===== config.mk =====
export PLATFORM = sky130hd
export DESIGN_NAME = seq_control_unit
export DESIGN_NICKNAME = d
export VERILOG_FILES = /design/src/rtl/seq_control_unit.sv
export SDC_FILE = /design/constraint.sdc
export NUM_CORES = 1
export LEC_CHECK = 0
export ABC_CLOCK_PERIOD_IN_PS = 5400
export BUFFER_PORTS_ARGS = -buffer_cell sky130_fd_sc_hd__buf_2
export CORE_MARGIN = 3
export CORE_UTILIZATION = 55
export DETAILED_ROUTE_END_ITERATION = 10
export PLACE_DENSITY_LB_ADDON = 0.1
export SYNTH_ARGS = -nofsm -noshare
export SYNTH_HDL_FRONTEND = slang
export SYNTH_SLANG_ARGS = --single-unit

===== constraint.sdc =====
create_clock -name clk -period 5.4 [get_ports clk]
set_input_delay 0.54 -clock clk [delete_from_list [all_inputs] [get_ports clk]]
set_output_delay 0.54 -clock clk [all_outputs]
set_load 0.1 [all_outputs]

===== src/rtl/seq_control_unit.sv =====
// Multi-cycle sequencing control unit: owns the T-state machine, latches the fetched
// instruction and drives register-file, memory and PC strobes for reg/direct/indirect modes.
module seq_control_unit #(
  parameter int ADDR_W   = 8,
  parameter int REG_W    = 6,
  parameter int WAIT_MAX = 15
) (
  input  logic              clk,
  input  logic              rst_n,
  input  logic [31:0]       instr,
  input  logic              mem_ready,
  input  logic [ADDR_W-1:0] dataout_mem,
  output logic              read,
  output logic              write,
  output logic [ADDR_W-1:0] addsel,
  output logic [REG_W-1:0]  loadsel,
  output logic              rsel,
  output logic              selpc,
  output logic              pcadd_en,
  output logic              ir_load,
  output logic              exec_en,
  output logic [4:0]        t_state,
  output logic              halted,
  output logic              illegal,
  output logic              bus_err
);

  typedef enum logic [2:0] {
    S_FETCH  = 3'd0,
    S_DECODE = 3'd1,
    S_OPER   = 3'd2,
    S_INDIR  = 3'd3,
    S_EXEC   = 3'd4,
    S_HALT   = 3'd5
  } state_t;

  localparam logic [REG_W-1:0] NOREG     = '1;
  localparam logic [7:0]       WAIT_LAST = 8'(WAIT_MAX - 1);

  state_t            state, state_nx;
  logic [31:0]       ir;
  logic [ADDR_W-1:0] ptr;
  logic [7:0]        wait_cnt, wait_cnt_nx;
  logic              illegal_nx, bus_err_nx;
  logic              ir_we, ptr_we, mem_state;

  logic [1:0]        mode;
  logic [5:0]        op;
  logic [REG_W-1:0]  dest;
  logic [ADDR_W-1:0] src1, src2;
  logic              is_alu, is_mov, is_load, is_store, is_jump, is_halt, op_legal;
  logic              unused_ir;

  assign mode      = ir[31:30];
  assign op        = ir[29:24];
  assign dest      = ir[16 +: REG_W];
  assign src2      = ir[8 +: ADDR_W];
  assign src1      = ir[0 +: ADDR_W];
  assign unused_ir = ^ir;

  always_comb begin
    is_alu   = 1'b0;
    is_mov   = 1'b0;
    is_load  = 1'b0;
    is_store = 1'b0;
    is_jump  = 1'b0;
    is_halt  = 1'b0;
    case (op)
      6'h00, 6'h01, 6'h20, 6'h21, 6'h22,
      6'h08, 6'h09, 6'h0a, 6'h0b: is_alu   = 1'b1;
      6'h10, 6'h11, 6'h12:        is_mov   = 1'b1;
      6'h15:                      is_load  = 1'b1;
      6'h2a:                      is_store = 1'b1;
      6'h33:                      is_jump  = 1'b1;
      6'h3f:                      is_halt  = 1'b1;
      default: ;
    endcase
    op_legal = is_alu | is_mov | is_load | is_store | is_jump | is_halt;
  end

  always_ff @(posedge clk or negedge rst_n) begin
    if (!rst_n) begin
      state    <= S_FETCH;
      ir       <= '0;
      ptr      <= '0;
      wait_cnt <= '0;
      illegal  <= 1'b0;
      bus_err  <= 1'b0;
    end else begin
      state    <= state_nx;
      wait_cnt <= wait_cnt_nx;
      illegal  <= illegal_nx;
      bus_err  <= bus_err_nx;
      if (ir_we)  ir  <= instr;
      if (ptr_we) ptr <= dataout_mem;
    end
  end

  // Memory handshake: the unit holds its request (read/write/addsel) for as long as it
  // sits in a memory state; a cycle with mem_ready high completes the access and the
  // state advances on that edge. mem_ready in any other state is ignored.
  always_comb begin
    state_nx    = state;
    illegal_nx  = illegal;
    bus_err_nx  = bus_err;
    ir_we       = 1'b0;
    ptr_we      = 1'b0;
    wait_cnt_nx = '0;
    mem_state   = (state == S_FETCH) || (state == S_OPER) || (state == S_INDIR);
    case (state)
      S_FETCH: if (mem_ready) begin
        ir_we    = 1'b1;
        state_nx = S_DECODE;
      end
      S_DECODE: begin
        if (mode == 2'd3 || !op_legal) begin
          illegal_nx = 1'b1;
          state_nx   = S_HALT;
        end else if (is_halt) begin
          state_nx = S_HALT;
        end else if (mode == 2'd0 && (is_mov || is_jump)) begin
          state_nx = S_EXEC;
        end else begin
          state_nx = S_OPER;
        end
      end
      S_OPER: if (mem_ready) begin
        if (mode == 2'd2 && is_alu) begin
          ptr_we   = 1'b1;
          state_nx = S_INDIR;
        end else begin
          state_nx = S_EXEC;
        end
      end
      S_INDIR: if (mem_ready) state_nx = S_EXEC;
      S_EXEC:  state_nx = S_FETCH;
      default: state_nx = S_HALT;
    endcase
    // A ready cycle always completes the access, so the timeout only fires on a stall.
    if (mem_state && !mem_ready) begin
      if (wait_cnt == WAIT_LAST) begin
        bus_err_nx = 1'b1;
        state_nx   = S_HALT;
      end else begin
        wait_cnt_nx = wait_cnt + 8'd1;
      end
    end
  end

  always_comb begin
    read    = 1'b0;
    write   = 1'b0;
    addsel  = '0;
    loadsel = NOREG;
    rsel    = 1'b0;
    selpc   = 1'b0;
    exec_en = 1'b0;
    t_state = 5'b00000;
    if (rst_n) begin
      case (state)
        S_FETCH: begin
          read    = 1'b1;
          t_state = 5'b00001;
        end
        S_DECODE: t_state = 5'b00010;
        S_OPER: begin
          t_state = 5'b00100;
          if (is_alu || is_load) begin
            read   = 1'b1;
            addsel = src1;
          end else if (is_store) begin
            write  = 1'b1;
            addsel = src2;
          end
          rsel = (mode == 2'd2) && !is_mov && !is_load;
        end
        S_INDIR: begin
          t_state = 5'b01000;
          read    = 1'b1;
          addsel  = ptr;
        end
        S_EXEC: begin
          t_state = 5'b10000;
          exec_en = 1'b1;
          selpc   = is_jump;
          loadsel = (is_store || is_jump) ? NOREG : dest;
        end
        default: ;
      endcase
    end
  end

  assign ir_load  = rst_n && (state == S_FETCH) && mem_ready;
  assign pcadd_en = ir_load;
  assign halted   = rst_n && (state == S_HALT);

endmodule

Word level (Yosys, flattened, before mapping)
Cells that the tools add are included.
{"block": "totals", "register_bits": 53, "in_bits": 43, "out_inout_bits": 29, "word_cells": 106}
{"block": "op_classes", "n_addsub": 1, "eq_ne": 23, "mux": 45, "bitwise": 5, "reduce_logical": 26}
{"cell": "8-bit 2-to-1 mux", "count": 5}
{"cell": "6-bit equality test (second input constant)", "count": 6}
{"cell": "3-bit 2-to-1 mux", "count": 9}
{"cell": "5-bit one-hot mux with 5 select lines", "count": 1}
{"cell": "6-bit by 4-bit equality test with 1-bit output (second input constant)", "count": 4}
{"cell": "6-bit by 5-bit equality test with 1-bit output (second input constant)", "count": 4}
{"cell": "1-bit 2-to-1 mux", "count": 23}
{"cell": "6-bit 2-to-1 mux", "count": 3}
{"cell": "8-bit one-hot mux with 2 select lines", "count": 1}
{"cell": "3-bit one-hot mux with 5 select lines", "count": 1}
{"cell": "9-bit OR reduction", "count": 1}
{"cell": "8-bit by 1-bit adder with 8-bit output (second input constant)", "count": 1}
{"cell": "8-bit by 4-bit equality test with 1-bit output (second input constant)", "count": 1}
{"cell": "1-bit logical AND", "count": 8}
{"cell": "3-bit by 2-bit equality test with 1-bit output (second input constant)", "count": 2}
{"cell": "3-bit equality test (second input constant)", "count": 2}
{"cell": "6-bit by 1-bit equality test with 1-bit output (second input constant)", "count": 1}
{"cell": "6-bit zero test", "count": 1}
{"cell": "1-bit logical OR", "count": 6}
{"cell": "5-bit 2-to-1 mux", "count": 1}
{"cell": "1-bit bitwise OR", "count": 5}
{"cell": "2-bit equality test (second input constant)", "count": 2}
{"cell": "1-bit zero test", "count": 4}
{"cell": "2-bit AND reduction", "count": 2}
{"cell": "other kinds (6)", "count": 6}

Logic depth before layout (Yosys ltp)
Gate-level depths: netlist of the first run.
{"block": "depth", "depth_word": 14, "mapped_depth": 6, "depth_no_buf": 5}

Least setup slack after synthesis of the first run
OpenSTA, ideal clock, no wires.
{"block": "synth_path", "path_type": "input -> output", "from": "input rst_n", "to": "output selpc", "arrival_time_ps": 3002, "required_ps": 4860, "slack_ps": 1858, "stages": 3, "path_buffers": 0, "cell_sequence": "nand2_1 > or3_1 > nor3_1"}
{"block": "synth_between", "elab_chain_cells": 1}
{"element": "start: declaration", "line_no": "9", "source": "input logic rst_n,"}
{"element": "1-bit 2-to-1 mux", "line_no": "159", "source": "if (rst_n) begin"}
{"element": "end: declaration", "line_no": "18", "source": "output logic selpc,"}
Every way passes these cells.

Final worst setup path of the first run
{"block": "layout_path", "from": "input rst_n", "to": "output addsel[7]"}
{"block": "layout_between", "elab_chain_cells": 1}
{"element": "8-bit 2-to-1 mux", "line_no": "159"}
{"element": "end: declaration", "line_no": "15", "source": "output logic [ADDR_W-1:0] addsel,"}
Every way passes these cells.

==> results of run 1 <==
## sequential cells by signal, indices dropped and copies added (netlist names)
name      cells
illegal       1
state         3
ir           30
wait_cnt      8
ptr           8
bus_err       1
## how the worst max path moves through the flow
stage | endpoint | depth (start not counted) | startpoint | slack (ps)
2_1_floorplan | selpc | 3 | rst_n | 1860
3_3_place_gp | addsel[7] | 6 | rst_n | 2130
3_5_place_dp | addsel[7] | 6 | rst_n | 2100
4_1_cts | addsel[7] | 6 | rst_n | 2100
5_1_grt | addsel[1] | 6 | rst_n | 1970
6_report | addsel[7] | 6 | rst_n | 2190
## critical path, cell delays in order
cell,delay [ps]
buf_2,460
and4bb_2,380
nand2b_1,70
o21ai_1,560
o2bb2ai_1,190
buf_2,450
## power by group
group	leakage (uW)	total (uW)	internal (uW)	switching, uW
clock	0.0000474	237	105	132
sequential	0.000659	410	396	14.0
combinational	0.000848	55.3	29.3	26.0
## stage by stage
step	cell area (um2)	util [%]	hold slack, ps
after CTS	3180	69.6	236
after global placement	3080	67.4	447
after floorplan	2720	-	244
after detailed placement	3080	67.4	453
after global routing	3180	69.6	263
final	3180	69.6	223
## synthesized netlist by cell type (7+ instances only)
cell type	count
nand2b_1	11
mux2_1	29
nand2_1	10
o2bb2ai_1	8
mux2_4	8
nor2_1	16
and2_1	13
clkbuf_1	7
buf_2	7
dfrtp_1	51
a31oi_1	9
## cells by family after synthesis
family                   count (synthesis)  synth area share, %
flip-flops                              51                 46.9
AND/OR/NAND/NOR                         87                 18.9
multiplexers                            38                 16.8
AO/OA/AOI/OAI                           37                 10.2
buffers and inverters                   24                 4.33
XOR/XNOR                                 6                 1.93
adder cells (fa/ha/maj)                  2                0.920
## metal layers
metal  routed length (um)  global-route usage (%)  part of all wire [%]
met5                    0                       0                     0
met4                   81                    6.52                   1.4
met3                  280                    4.37                   5.0
met2                 2590                    30.8                    46
met1                 2660                    27.7                    47
## layout make-up
type	instances	area [um2]	area share, %
Inverter	7	26.3	0.827
Clock inverter	2	16.3	0.512
Timing Repair Buffer	71	360	11.3
Clock buffer	6	82.6	2.60
Multi-Input combinational cell	170	1330	42.0
Sequential cell	51	1280	40.2
Tap cell	65	81.3	2.56
==> impl_metrics.py, run 1 <==
metrics = {
    "timing": {
        "finalSetupViolCount": 0,
        "finalCritPeriodShare_pct": 59.5,
        "drv_slew": 0,
        "slew_headroom_pct": 52.5,
        "fin_skew_ps": 13.8,
        "fmax_ghz": 0.311,
        "finalHoldViolations": 0,
        "rsz0062_at_grt": "false",
        "finalWorstSetupSlack_ps": 2190,
        "max_slew.worst_pin.slew_ps": 707,
        "setup_tns_ps": 0,
        "period_minus_slack_ps": 3210,
    },
    "clock_tree": {
        "clk-insertion-delay-late_ps": 310,
        "cts_made_buffers": 5,
        "root_buffer": "clkbuf_8",
        "cts_resized": 0,
        "cts_hold_buf": 0,
        "cts-htree-levels": 2,
        "postCtsSetupBuffers": 0,
        "cts_buffer_depth": 2,
        "cts_sinks": 51,
        "cts.clk_slew.worst_paths_ps": 100,
        "cts_tree": "yes",
    },
    "logic_synthesis": {
        "synth.top_cell.area_share_pct": 46.9,
        "synthArstFlopShare_pct": 100,
        "synthCells": 245,
        "synth_edf_count": 0,
        "ys_types": 54,
        "ys_seq_area_share_pct": 46.9,
        "synth_top_cell_by_area": "dfrtp_1",
        "netlist_area_um2": 2720,
        "synth.area.top_cells": "dfrtp_1 (47%), mux2_1 (12%), mux2_4 (4.4%), and2_1 (3.0%), o2bb2ai_1 (2.6%)",
        "synthFlopType": "dfrtp_1",
        "ys_ff_latch": 51,
        "yosysWarnings": 0,
        "syn_nets": 290,
        "syn_area_per_cell_um2": 11.1,
    },
    "finish": {
        "antenna_cells": 0,
        "layout_commonest_cell": "buf_2",
        "drive_gt1_share_pct": 30.6,
        "final_cell_mix": "buf_2 (69), dfrtp_1 (51), mux2_1 (29), nor2_1 (16), and2_1 (13)",
        "stdcell_count": 372,
        "nNetsFinal": 351,
        "area_growth_pct": 16.8,
        "nFillCells": 373,
    },
    "global_route": {
        "track_usage_pct": 19.8,
        "grt_max_degree": 33,
        "grt_overflow": 0,
        "grt_first_pass_wirelength_um": 9330,
        "antenna_found_initial": 0,
        "first_global_vias": 1922,
    },
    "routing": {
        "drcViolationCount": 0,
        "routed-via-count": 2048,
        "routed_wl_um": 5610,
        "drt-pass1-iter-count": 4,
        "vias_per_cell": 5.51,
        "ant_nets": 0,
        "drt_iter0_drc": 137,
        "wl_per_cell_um": 15.1,
    },
    "critical_path": {
        "path_class": "in2out",
        "rr_worst_depth": 4,
        "cp.required_ps": 4860,
        "crit_path_end_kind": "output pin",
        "worstPathArrival_ps": 2670,
        "startpoint_type": "primary input",
        "r2r_slack_ps": 3150,
        "timing.rr.end": "ptr[1]",
        "reg2reg_from": "state[0]",
        "critPathMaxFanout": 28,
    },
    "power_and_ir_drop": {
        "leakagePower_uw": 0.00155,
        "vdd_drop_max_uv": 226,
        "power_uw": 702,
        "cellPowerDensity_nw_per_um2": 221,
    },
    "placement": {
        "numPlacedInstances": 364,
        "numPortBuffers": 69,
        "place.gp.congestion": 0.837,
        "dpl.hpwl_um": 4000,
        "pre_cts_ws_ps": 2100,
    },
    "die": {
        "initial_core_util_pct": 59.6,
        "die_x_um": 76.3,
        "rows": 24,
        "coreArea_um2": 4560,
        "fp.dieH_um": 76.3,
        "dieArea_um2": 5820,
        "io_pins": 72,
    },
    "worst_hold_path": {
        "hold_path.class": "in2async",
    },
    "flow_run": {
        "max_cap_violations": 0,
    },
    "status": {
        "status": "complete, no violations",
    },
}
No activity file was read; power rests on OpenSTA's default activity.
==> run 2: changes to the inputs <==
--- a/config.mk
+++ b/config.mk
@@ -5,10 +5,10 @@
 export SDC_FILE = /design/constraint.sdc
 export NUM_CORES = 1
 export LEC_CHECK = 0
-export ABC_CLOCK_PERIOD_IN_PS = 5400
+export ABC_CLOCK_PERIOD_IN_PS = 3220
 export BUFFER_PORTS_ARGS = -buffer_cell sky130_fd_sc_hd__buf_2
 export CORE_MARGIN = 3
-export CORE_UTILIZATION = 55
+export CORE_UTILIZATION = 53
 export DETAILED_ROUTE_END_ITERATION = 10
 export PLACE_DENSITY_LB_ADDON = 0.1
 export SYNTH_ARGS = -nofsm -noshare
==> constraint.sdc (replaced) <==
create_clock -name clk -period 3.22 [get_ports clk]
set_input_delay 0.322 -clock clk [delete_from_list [all_inputs] [get_ports clk]]
set_output_delay 0.322 -clock clk [all_outputs]
set_load 0.1 [all_outputs]
==> run 2 against run 1 <==
Combinational power rose by 70%. Worst setup slack got worse by 2000 ps. Flip-flop and latch count did not move. Design area grew 4.0%. Sequential share of layout area is 1.6 points lower. Utilization shrank 1.4 points. Clock-buffer cell count shrank 1. Critical endpoint is now addsel[4]. Largest cell class unchanged. Highest routed layer unchanged.
==> impl_metrics.py, run 2 (same netlist as run 1, synthesis figures left out) <==
metrics = {
    "timing": {
        "fmax_ghz": 0.335,
        "rsz0062_at_grt": "false",
        "finalHoldViolations": 0,
        "period_minus_slack_ps": 2980,
        "drv_slew": 0,
        "max_slew.worst_pin.slew_ps": 726,
        "timing.hold.ws_ps": 214,
        "fin_skew_ps": 8.30,
        "slew_headroom_pct": 51.3,
        "finalWorstSetupSlack_ps": 235,
        "finalSetupViolCount": 0,
        "finalCritPeriodShare_pct": 92.7,
        "setup_tns_ps": 0,
    },
    "critical_path": {
        "crit_path_end_kind": "output pin",
        "cp_cell_sequence": "dlygate4sd3_1, buf_2, and4bb_2, nand2b_1, o21ai_1, o2bb2ai_1, buf_12",
        "cpMaxStageDelayCell": "o21ai_1",
        "rr_worst_depth": 4,
        "path_class": "in2out",
        "r2r_slack_ps": 940,
        "max_stage_delay_ps": 570,
        "cp_num_cells": 7,
        "startpoint_type": "primary input",
        "cp.required_ps": 2900,
        "cpLargestDelayFamily": "buffers and inverters",
        "worst-path-buf-inv": 3,
        "critPathMaxFanout": 18,
        "worstPathArrival_ps": 2660,
    },
    "power_and_ir_drop": {
        "cellPowerDensity_nw_per_um2": 350,
        "p_switching_uw": 290,
        "combPwrFrac_pct": 8.1,
        "clockPowerShare_pct": 32.3,
        "seq_power_share_pct": 59.6,
        "switching_share_pct": 25.1,
        "internal_power_uw": 866,
        "leakagePower_uw": 0.00157,
        "vdd_drop_max_uv": 190,
        "power_uw": 1160,
    },
    "finish": {
        "top_register": "ir",
        "layout_commonest_cell": "buf_2",
        "top_regs": "ir x30, ptr x8, wait_cnt x8",
        "area_growth_pct": 21.5,
        "drive_gt1_share_pct": 30.8,
        "final_cell_mix": "buf_2 (61), dfrtp_1 (51), mux2_1 (29), nor2_1 (16), and2_1 (13)",
        "antenna_cells": 0,
        "stdcell_count": 375,
        "largest_reg_flops": 30,
        "nNetsFinal": 352,
    },
    "die": {
        "dieArea_um2": 6030,
        "coreArea_um2": 4850,
        "rows": 25,
        "fp.dieH_um": 77.6,
        "initial_core_util_pct": 56.1,
        "io_pins": 72,
        "die_x_um": 77.6,
    },
    "clock_tree": {
        "cts-htree-levels": 2,
        "cts.clk_slew.worst_paths_ps": 100,
        "cts_tree": "yes",
        "cts_buffer_depth": 2,
        "cts_made_buffers": 5,
        "postCtsSetupBuffers": 0,
        "cts_sinks": 51,
        "root_buffer": "clkbuf_8",
        "clk-insertion-delay-late_ps": 310,
    },
    "routing": {
        "drt-pass1-iter-count": 4,
        "drt_iter0_drc": 114,
        "routed-via-count": 2069,
        "vias_per_cell": 5.52,
        "drcViolationCount": 0,
        "ant_nets": 0,
        "wl_per_cell_um": 15.7,
        "routed_wl_um": 5880,
    },
    "global_route": {
        "grt_max_degree": 41,
        "grt_first_pass_wirelength_um": 10200,
        "first_global_vias": 2137,
        "grt_overflow": 0,
        "antenna_found_initial": 0,
        "track_usage_pct": 21.0,
    },
    "flow_run": {
        "max_cap_violations": 0,
    },
    "placement": {
        "numPortBuffers": 69,
        "dpl.hpwl_um": 4090,
        "pre_cts_ws_ps": 752,
        "numPlacedInstances": 366,
        "place.gp.congestion": 0.832,
    },
    "worst_hold_path": {
        "hold_path.class": "in2reg",
        "holdPathStages": 3,
    },
    "status": {
        "status": "complete, no violations",
    },
}
## run 2: changes by cell type in the layout (fill, tap and decap cells not counted)
cell and change:
clkinvlp_4 +1, nor3_1 -1, clkinv_2 +1, buf_12 +8, clkinv_4 -1, nor3_2 +1, dlygate4sd3_1 +1, clkbuf_8 -1
buf_2 -8
## run 2: what timing repair did
item | in CTS | in global routing
resized for setup | 0 | 0
setup endpoints to repair | 0 | 0
hold buffers | 1 | 0
hold endpoints to repair | 13 | 0
## run 2: final timing paths
kind,from,end
max,rst_n,addsel[4]
min,instr[25],ir[25]
max reg2reg,state[0],ptr[2]
min reg2reg,bus_err,bus_err
max in group asynchronous,rst_n,ptr[2]
min in group asynchronous,rst_n,state[1]
## run 2: worst register-to-register path, stage by stage (launching register included)
cell	delay, ps
dfrtp_1	610
nor3b_2	250
o311ai_1	180
or4_1	730
mux2_4	390
## run 2: final cells by class
cell class                      instances  area (um2)
Sequential cell                        51        1280
Inverter                                7        26.3
Clock inverter                          3        20.0
Clock buffer                            5        68.8
Multi-Input combinational cell        170        1340
Tap cell                               67        83.8
Fill cell                             384        1540
Timing Repair Buffer                   72         490
## run 2: through the flow
step	util [%]	instance area, um2
finish	68.2	3300
global route	68.2	3300
floorplan	-	2720
global placement	66.1	3210
CTS	68.2	3300
detailed placement	66.1	3210
## run 2: layer usage
layer  up-vias  GRT usage, %  routed length [um]
met5         -             0                   0
met3         7          3.83                 418
li1       1003             -                   -
met4         0          7.12                  75
met2        78          34.1                2830
met1       981          28.2                2560
## run 2: power by group through the flow
| stage | sequential (uW) | combinational (uW) | clock [uW] |
|---|---|---|---|
| after floorplan | 687 | 58.1 | 0 |
| after global placement | 699 | 92.4 | 0 |
| after detailed placement | 700 | 94.9 | 0 |
| after CTS | 688 | 96.2 | 384 |
| after global routing | 693 | 106 | 412 |
| final | 688 | 94.2 | 373 |
==> run 3: changes to the inputs <==
--- a/config.mk
+++ b/config.mk
@@ -7,10 +7,10 @@
 export LEC_CHECK = 0
 export ABC_CLOCK_PERIOD_IN_PS = 3220
 export BUFFER_PORTS_ARGS = -buffer_cell sky130_fd_sc_hd__buf_2
-export CORE_MARGIN = 3
 export CORE_UTILIZATION = 53
 export DETAILED_ROUTE_END_ITERATION = 10
 export PLACE_DENSITY_LB_ADDON = 0.1
+export SLEW_MARGIN = 30
 export SYNTH_ARGS = -nofsm -noshare
 export SYNTH_HDL_FRONTEND = slang
 export SYNTH_SLANG_ARGS = --single-unit
==> constraint.sdc (replaced) <==
create_clock -name clk -period 3.22 [get_ports clk]
set_input_delay 0.644 -clock clk [delete_from_list [all_inputs] [get_ports clk]]
set_output_delay 0.644 -clock clk [all_outputs]
set_load 0.1 [all_outputs]
==> run 3 against run 2 <==
Maximum frequency is 2.2% higher. Power up 13%. Critical endpoint is now loadsel[4]. Largest power group unchanged. Worst setup slack improved by 63 ps. Non-clock buffer count is 1 higher. Via count rose by 1.1%. Sequential share of layout area decreased by 2.2 points. Design area is 6.2% higher.
==> impl_metrics.py, run 3 (same netlist as run 1, synthesis figures left out) <==
metrics = {
    "status": {
        "status": "complete, no violations",
    },
    "clock_tree": {
        "cts_resized": 0,
        "cts_sinks": 51,
        "cts_hold_buf": 0,
        "postCtsSetupBuffers": 0,
        "cts.clk_slew.worst_paths_ps": 90,
        "cts_tree": "yes",
        "cts_made_buffers": 5,
        "root_buffer": "clkbuf_8",
        "clk-insertion-delay-late_ps": 300,
        "cts-htree-levels": 2,
        "cts_buffer_depth": 2,
    },
    "finish": {
        "final_cell_mix": "buf_2 (52), dfrtp_1 (51), mux2_1 (29), buf_12 (17), nor2_1 (16)",
        "top_register": "ir",
        "layout_commonest_cell": "buf_2",
        "stdcell_count": 376,
        "nNetsFinal": 353,
        "drive_gt1_share_pct": 32.4,
        "largest_reg_flops": 30,
        "antenna_cells": 0,
        "area_growth_pct": 29.0,
        "top_regs": "ir x30, ptr x8, wait_cnt x8",
    },
    "routing": {
        "drt_iter0_drc": 204,
        "drcViolationCount": 0,
        "drt-pass1-iter-count": 4,
        "vias_per_cell": 5.56,
        "routed_wl_um": 5760,
        "wl_per_cell_um": 15.3,
        "ant_nets": 0,
        "routed-via-count": 2091,
    },
    "power_and_ir_drop": {
        "vdd_drop_max_uv": 265,
        "leakagePower_uw": 0.00163,
        "cellPowerDensity_nw_per_um2": 371,
        "power_uw": 1300,
    },
    "critical_path": {
        "crit_path_end_kind": "output pin",
        "cp.required_ps": 2580,
        "path_class": "reg2out",
        "cpMaxStageDelayCell": "dfrtp_1",
        "critPathMaxFanout": 15,
        "max_stage_delay_ps": 600,
        "cp_cell_sequence": "and3b_1, and3_1, nor3_2, nand2b_1, buf_2",
        "startpoint_type": "flip-flop",
        "worstPathArrival_ps": 2280,
    },
    "placement": {
        "numPortBuffers": 69,
        "dpl.hpwl_um": 4060,
        "place.gp.congestion": 0.839,
        "numPlacedInstances": 368,
    },
    "global_route": {
        "met1_usage_pct": 30.5,
        "met2_usage_pct": 36.5,
        "grt_max_degree": 38,
        "grtUsageMet3_pct": 4.94,
        "top_usage_layer": "met2",
        "first_global_vias": 2001,
        "track_usage_pct": 22.9,
        "grt_overflow": 0,
        "antenna_found_initial": 0,
        "grt_first_pass_wirelength_um": 9400,
    },
    "timing": {
        "finalSetupViolCount": 0,
        "timing.hold.ws_ps": 411,
        "rsz0062_at_grt": "false",
        "slew_headroom_pct": 59.4,
        "fmax_ghz": 0.342,
        "max_slew.worst_pin.slew_ps": 607,
        "finalCritPeriodShare_pct": 90.7,
        "fin_skew_ps": 9.14,
        "drv_slew": 0,
        "period_minus_slack_ps": 2920,
        "finalHoldViolations": 0,
    },
    "die": {
        "die_x_um": 73.6,
        "io_pins": 72,
        "rows": 25,
        "fp.dieH_um": 73.6,
        "initial_core_util_pct": 56.4,
        "coreArea_um2": 4820,
        "dieArea_um2": 5420,
    },
    "flow_run": {
        "max_cap_violations": 0,
    },
    "worst_hold_path": {
        "hold_path.class": "in2async",
    },
}
[run 3: cell types whose count changed in the layout (fill, tap and decap cells not counted), sizes merged]
| cell | before | now |
|---|---|---|
| buf | 71 | 73 |
| bufinv | 0 | 2 |
| clkinvlp | 2 | 0 |
| clkbuf | 5 | 6 |
| clkinv | 1 | 0 |
| dlygate4sd3 | 1 | 0 |
[run 3: final timing paths]
path	startpoint	to	slack (ps)	cells after the start
max	ir[29]	loadsel[4]	300	5
min	rst_n	illegal	410	2
max reg2reg	state[0]	ptr[2]	950	4
min reg2reg	bus_err	bus_err	460	1
max in group asynchronous	rst_n	ir[16]	2190	3
min in group clk	bus_err	bus_err	460	1
[run 3: report_power, final]
group | internal, uW | switching, uW | leakage, uW
Clock | 311 | 206 | 0.0000654
Combinational | 50.1 | 45.7 | 0.000907
Sequential | 664 | 24.4 | 0.000659
Total | 1020 | 276 | 0.00163
[run 3: cell type report]
class	count	area [um2]
well taps	67	83.8
multi-input cells	170	1360
fillers	374	1310
clock inverters	2	60.1
clock buffers	6	72.6
repair buffers	73	631
flip-flops and latches	51	1280
inverters	7	26.3
[run 3: worst max-delay path: cells and delay by family (launching register included)]
| family | cells | cell delay (ps) |
|---|---|---|
| buffers and inverters | 1 | 420 |
| flip-flops | 1 | 600 |
| AND/OR/NAND/NOR | 4 | 950 |
[run 3: metrics by stage]
stage	setup WS (ps)	area, um2	util [%]	TNS (ps)
after floorplan	-92.5	2740	-	-546
after global placement	442	3380	70.1	0
after detailed placement	454	3380	70.1	0
after CTS	277	3510	72.8	0
after global routing	135	3510	72.8	0
final	299	3510	72.8	0
[run 3: per-layer routing]
layer | vias up | part of all wire [%]
met5 | - | 0
met4 | 0 | 1.5
met3 | 8 | 5.4
met2 | 61 | 48
met1 | 1016 | 45
li1 | 1006 | -
